==> config.mk <==
export PLATFORM = sky130hd
export DESIGN_NAME = core_rst_seq
export DESIGN_NICKNAME = d
export VERILOG_FILES = /design/src/rtl/core_rst_seq.sv
export SDC_FILE = /design/constraint.sdc
export NUM_CORES = 1
export LEC_CHECK = 0
export CORE_MARGIN = 1
export CORE_UTILIZATION = 40
export CTS_CLUSTER_SIZE = 28
export DETAILED_ROUTE_END_ITERATION = 7
export PLACE_DENSITY = 0.62
export SYNTH_ARGS = -nofsm -noshare
export SYNTH_HDL_FRONTEND = slang
export SYNTH_SLANG_ARGS = --single-unit
==> constraint.sdc <==
create_clock -name clk -period 1.82 [get_ports clk]
set_input_delay 0.364 -clock clk [delete_from_list [all_inputs] [get_ports clk]]
set_output_delay 0.364 -clock clk [all_outputs]
set_load 0.05 [all_outputs]
==> src/rtl/core_rst_seq.sv <==
// Core reset sequencer: holds purst for a fixed time after configuration completes, then
// releases the core and drives a glitch-filtered, minimum-width set/reset from an async request.
module core_rst_seq #(
  parameter int unsigned PURST_CYCLES = 16,
  parameter int unsigned SYNC_STAGES  = 2,
  parameter int unsigned FILT_CYCLES  = 4,
  parameter int unsigned SR_MIN_PULSE = 2
) (
  input  logic clk,
  input  logic rst_n,
  input  logic cfg_done,
  input  logic sr_req,
  output logic purst,
  output logic s_r,
  output logic ready
);

  localparam int unsigned HoldW  = $clog2(PURST_CYCLES + 1);
  localparam int unsigned FiltW  = $clog2(FILT_CYCLES + 1);
  localparam int unsigned PulseW = $clog2(SR_MIN_PULSE + 1);

  // Hold counter runs 0..PURST_CYCLES so RUN is entered PURST_CYCLES+1 edges after cfg_done.
  localparam logic [HoldW-1:0]  HoldLast = HoldW'(PURST_CYCLES);
  localparam logic [FiltW-1:0]  FiltLast = FiltW'(FILT_CYCLES - 1);
  localparam logic [PulseW-1:0] PulseMin = PulseW'(SR_MIN_PULSE);
  localparam logic [PulseW-1:0] PulseOne = PulseW'(1);

  typedef enum logic [1:0] {
    StCfgWait,
    StPurstHold,
    StRun
  } state_e;

  // Request synchronizer.
  logic [SYNC_STAGES-1:0] sync_q;
  logic                   sr_sync;

  always_ff @(posedge clk or negedge rst_n) begin
    if (!rst_n) begin
      sync_q <= '0;
    end else begin
      sync_q <= {sync_q[SYNC_STAGES-2:0], sr_req};
    end
  end

  assign sr_sync = sync_q[SYNC_STAGES-1];

  // Glitch filter: output follows the synchronized value only after it has differed for
  // FILT_CYCLES consecutive cycles; any agreement clears the count.
  logic             filt_q, filt_d;
  logic [FiltW-1:0] filt_cnt_q, filt_cnt_d;

  always_comb begin
    filt_d     = filt_q;
    filt_cnt_d = '0;
    if (sr_sync != filt_q) begin
      if (filt_cnt_q == FiltLast) begin
        filt_d = sr_sync;
      end else begin
        filt_cnt_d = filt_cnt_q + 1'b1;
      end
    end
  end

  always_ff @(posedge clk or negedge rst_n) begin
    if (!rst_n) begin
      filt_q     <= 1'b0;
      filt_cnt_q <= '0;
    end else begin
      filt_q     <= filt_d;
      filt_cnt_q <= filt_cnt_d;
    end
  end

  // Sequencer with registered outputs.
  state_e            state_q;
  logic [HoldW-1:0]  hold_cnt_q;
  logic [PulseW-1:0] pulse_cnt_q;
  logic              purst_q, ready_q, s_r_q;
  logic              sr_hold, sr_next;

  // A raised s_r is kept up until it has been high SR_MIN_PULSE cycles.
  assign sr_hold = s_r_q && (pulse_cnt_q < PulseMin);
  assign sr_next = filt_q || sr_hold;

  always_ff @(posedge clk or negedge rst_n) begin
    if (!rst_n) begin
      state_q     <= StCfgWait;
      hold_cnt_q  <= '0;
      pulse_cnt_q <= '0;
      purst_q     <= 1'b1;
      ready_q     <= 1'b0;
      s_r_q       <= 1'b0;
    end else begin
      unique case (state_q)
        StCfgWait: begin
          s_r_q       <= 1'b0;
          pulse_cnt_q <= '0;
          if (cfg_done) begin
            state_q    <= StPurstHold;
            hold_cnt_q <= '0;
          end
        end
        StPurstHold: begin
          if (!cfg_done) begin
            state_q    <= StCfgWait;
            hold_cnt_q <= '0;
          end else if (hold_cnt_q == HoldLast) begin
            state_q <= StRun;
            purst_q <= 1'b0;
            ready_q <= 1'b1;
          end else begin
            hold_cnt_q <= hold_cnt_q + 1'b1;
          end
        end
        StRun: begin
          if (!cfg_done) begin
            state_q     <= StCfgWait;
            hold_cnt_q  <= '0;
            pulse_cnt_q <= '0;
            purst_q     <= 1'b1;
            ready_q     <= 1'b0;
            s_r_q       <= 1'b0;
          end else begin
            s_r_q <= sr_next;
            if (!sr_next) begin
              pulse_cnt_q <= '0;
            end else if (!s_r_q) begin
              pulse_cnt_q <= PulseOne;
            end else if (pulse_cnt_q != PulseMin) begin
              pulse_cnt_q <= pulse_cnt_q + 1'b1;
            end
          end
        end
        default: begin
          state_q     <= StCfgWait;
          hold_cnt_q  <= '0;
          pulse_cnt_q <= '0;
          purst_q     <= 1'b1;
          ready_q     <= 1'b0;
          s_r_q       <= 1'b0;
        end
      endcase
    end
  end

  assign purst = purst_q;
  assign ready = ready_q;
  assign s_r   = s_r_q;

endmodule
==> summary.txt <==
Placement
  – Final Wtd Congestion: a little over 0.8
  – DP Area: 1050 µm²
  – DPL Wire Length: ~1.2 mm
  – Cells after DPL: 128
  – Port Buffers: 6

Logic synthesis
  – Post-synthesis mux area share: 0.0118
  – EDFF count, synth: 0
  – Syn. warnings: 0
  – Mean area per synthesized cell: ~10 µm²
  – Number of synthesized register bits: 18
  – Synth Flop Type: dfrtp_1
  – XOR/XNOR Fraction of Synth Area: 0.0275
  – Synth Area in Compound Gates: 0.117
  – Syn Nets: 103
  – Syn Inst Count: 95
  – Synth Area in Simple Gates: 0.275
  – Register area share after synthesis: 0.473
  – Synth cell types: 34
  – Asr flop ratio synth: 1.00
  – Synth Cell Area: 955 µm²
  – Post-synthesis adder-cell area fraction: 0.0524
  – Largest family of logic cells by synthesized area: simple AND/OR/NAND/NOR gates

Floorplanning
  – Die Width: between 50 and 60 µm
  – Core footprint: between 2000 and 2500 µm²
  – # IOs: 7
  – Die Y: approximately 51 µm
  – Die area: around 2600 µm²
  – # rows: 17
  – Initial Utilization: 0.427

Cells and area
  – Ant diodes: 0
  – Layout filler cell count: roughly 210
  – Area growth syn-to-layout: 13.8%
  – Share of cells above drive strength 1: 0.144
  – Post-layout instance area: ~1100 µm²
  – Finished Layout Cells: approximately 130
  – Layout Nets: between 100 and 150

Setup path
  – Cells on worst reg2reg path: 6
  – Slowest stage delay, CP: 0.44 ns
  – CP Depth: 6
  – Critical path cell sequence: inv_1 -> ha_1 -> nor4bb_1 -> buf_4 -> or4_1 -> nand3_1
  – Crit path arrival time: 1.74 ns
  – Crit path max-delay family: simple AND/OR/NAND/NOR gates
  – CP Class: register to register
  – Buf/Inv on CP: 2
  – Critical path launch point type: register
  – CP max FO: 9
  – Critical Path RT: about 2.1 ns
  – Critical path endpoint category: register
  – CP max stage cell: dfrtp_1

CTS
  – Max clock buf depth: 2
  – CTS Root Cell: clkbuf_4
  – H-Tree Depth: 1
  – Clk sinks: 18
  – PostCTS Resize Cnt: 0
  – Clock Pin Slew Worst Setup and Hold Paths: 0.10 ns
  – CTS hold repair buffers: 0
  – Clk_lat worst skew: about 0.29 ns
  – Setup bufs post-CTS: 0
  – TritonCTS clock tree: built
  – Cts bufs inserted: 3

Power and ir drop
  – Power Total: 0.859 mW
  – Leak: approximately 0.49 nW
  – Pwr per Cell Area: 791 nW/µm²
  – Maximum vdd ir drop: 0.420 mV

Global routing
  – Antenna violations before repair: 0
  – Largest net degree at the start of global routing: 19
  – First-pass GRT wire length: approximately 3.3 mm
  – Grt ovf: 0
  – Vias in the first global route: 713
  – GRT Util Overall: 0.174

STA
  – Aggregate negative setup slack: 0 ns
  – Final Skew: around 0.003 ns
  – Final critical-path share of the clock period: 0.824
  – Worst Tran Pin Value: around 0.43 ns
  – Slew Limit Fails: 0
  – Hold Vio Cnt, Final: 0
  – Max Freq: roughly 670 MHz
  – Tmin final: ~1.5 ns
  – Unrepaired setup endpoints after global routing: no
  – Final setup violation count: 0
  – Hold WS: ~0.36 ns
  – Slew HR: 0.715

Worst hold path
  – Hold/Removal Path Class: register to register
  – Hold path cells: 0

Drt
  – DRT Pass-1 Iters: 4
  – DRT iter0 DRCs: 9
  – Avg Vias per Cell: between 5 and 6
  – Vias: roughly 710
  – Drt drc: 0
  – Post-DRT Antenna Nets: 0
  – Post-detailed-route wirelength per cell: roughly 14 µm
  – Drt total wl: 1.80 mm

Run status
  – Outcome: finished clean

Run
  – Max-Cap Viols: 0
area by class of cell:
cell class | instances | area, µm² | share of cell area
clock buffer | 4 | 36.3 | 0.0334
inverter | 3 | 11.3 | 0.0104
multi-input combinational | 68 | 462 | 0.425
sequential | 18 | 452 | 0.416
tap | 28 | 35.0 | 0.0323
timing repair buffer | 11 | 90.1 | 0.0829
worst paths after layout:
kind | endpoint | slack, ns | startpoint
worst max register to register | hold_cnt_q[0]$_DFFE_PN0P_ | 0.32 | hold_cnt_q[0]$_DFFE_PN0P_
worst min-delay path | sync_q[1]$_DFF_PN0_ | 0.36 | sync_q[0]$_DFF_PN0_
worst min register to register | sync_q[1]$_DFF_PN0_ | 0.36 | sync_q[0]$_DFF_PN0_
min in group asynchronous | pulse_cnt_q[0]$_DFFE_PN0P_ | 0.38 | rst_n
max in group asynchronous | purst$_DFFE_PN1P_ | 1.18 | rst_n
worst max-delay path | hold_cnt_q[0]$_DFFE_PN0P_ | 0.32 | hold_cnt_q[0]$_DFFE_PN0P_
Yosys cell counts, types with 2 or more instances:
| master | n | area (µm²) |
|---|---|---|
| a21oi_1 | 8 | 40.0 |
| a22oi_1 | 2 | 15.0 |
| buf_2 | 3 | 15.0 |
| clkbuf_1 | 2 | 7.51 |
| dfrtp_1 | 17 | 425 |
| ha_1 | 4 | 50.1 |
| inv_1 | 3 | 11.3 |
| nand2_1 | 5 | 18.8 |
| nand2b_1 | 4 | 25.0 |
| nand3_1 | 5 | 25.0 |
| nand4_1 | 2 | 12.5 |
| nand4b_1 | 2 | 17.5 |
| nor2_1 | 3 | 11.3 |
| nor2b_1 | 6 | 37.5 |
| nor3b_1 | 2 | 15.0 |
| nor4b_1 | 4 | 35.0 |
| nor4bb_1 | 2 | 20.0 |
| o21ai_0 | 4 | 20.0 |
| xor2_1 | 2 | 17.5 |
placed cells by master (no fill, tap or decap), types with 2 or more instances in the layout:
cell             netlist  routed
nand4_1                2       2
nand2_1                5       5
nand3_1                5       5
inv_1                  3       3
buf_4                  1       8
nor2_1                 3       3
dfrtp_1               17      17
a22oi_1                2       2
nor4bb_1               2       2
a21oi_1                8       8
nor4b_1                4       4
o21ai_0                4       4
nand2b_1               4       4
clkdlybuf4s50_1        0       3
nor2b_1                6       6
xor2_1                 2       2
clkbuf_4               0       3
ha_1                   4       4
nand4b_1               2       2
nor3b_1                2       2
power by group:
group / total [mW] / switching [mW] / internal (mW)
Clock: 0.248 / 0.126 / 0.122
Combinational: 0.133 / 0.0646 / 0.0685
Sequential: 0.478 / 0.0363 / 0.441
Total: 0.859 / 0.227 / 0.632
registers in the layout, indices dropped and copies added (netlist names):
signal	count
s_r	1
hold_cnt_q	5
ready	1
purst	1
sync_q	2
filt_cnt_q	3
state_q	2
pulse_cnt_q	2
filt_q	1
per-stage QoR:
| stage | utilization | worst slack, ns |
|---|---|---|
| 5_1_grt | 0.486 | 0.190 |
| 2_1_floorplan | - | 0.432 |
| 6_report | 0.486 | 0.321 |
| 4_1_cts | 0.486 | 0.312 |
| 3_5_place_dp | 0.470 | 0.0617 |
| 3_3_place_gp | 0.470 | 0.153 |
routing by layer:
metal	part of all wire	GRT usage
met1	0.52	0.249
met3	0.039	0.0536
met5	0	0
met2	0.44	0.264
met4	0	0.0278
cell families after synthesis:
| kind of cell | Yosys count |
|---|---|
| compound gates | 19 |
| xor+xnor | 3 |
| fa+ha+maj | 4 |
| buf+inv | 9 |
| flops | 18 |
| mux | 1 |
| simple gates | 41 |
worst register-to-register path: cells and delay by family, from the launching register on:
| kind | cells | cell delay (ns) |
|---|---|---|
| adder cells (fa/ha/maj) | 1 | 0.18 |
| AND/OR/NAND/NOR | 3 | 0.59 |
| flip-flops | 1 | 0.44 |
| buffers and inverters | 2 | 0.24 |
No activity file was read; power rests on OpenSTA's default activity.
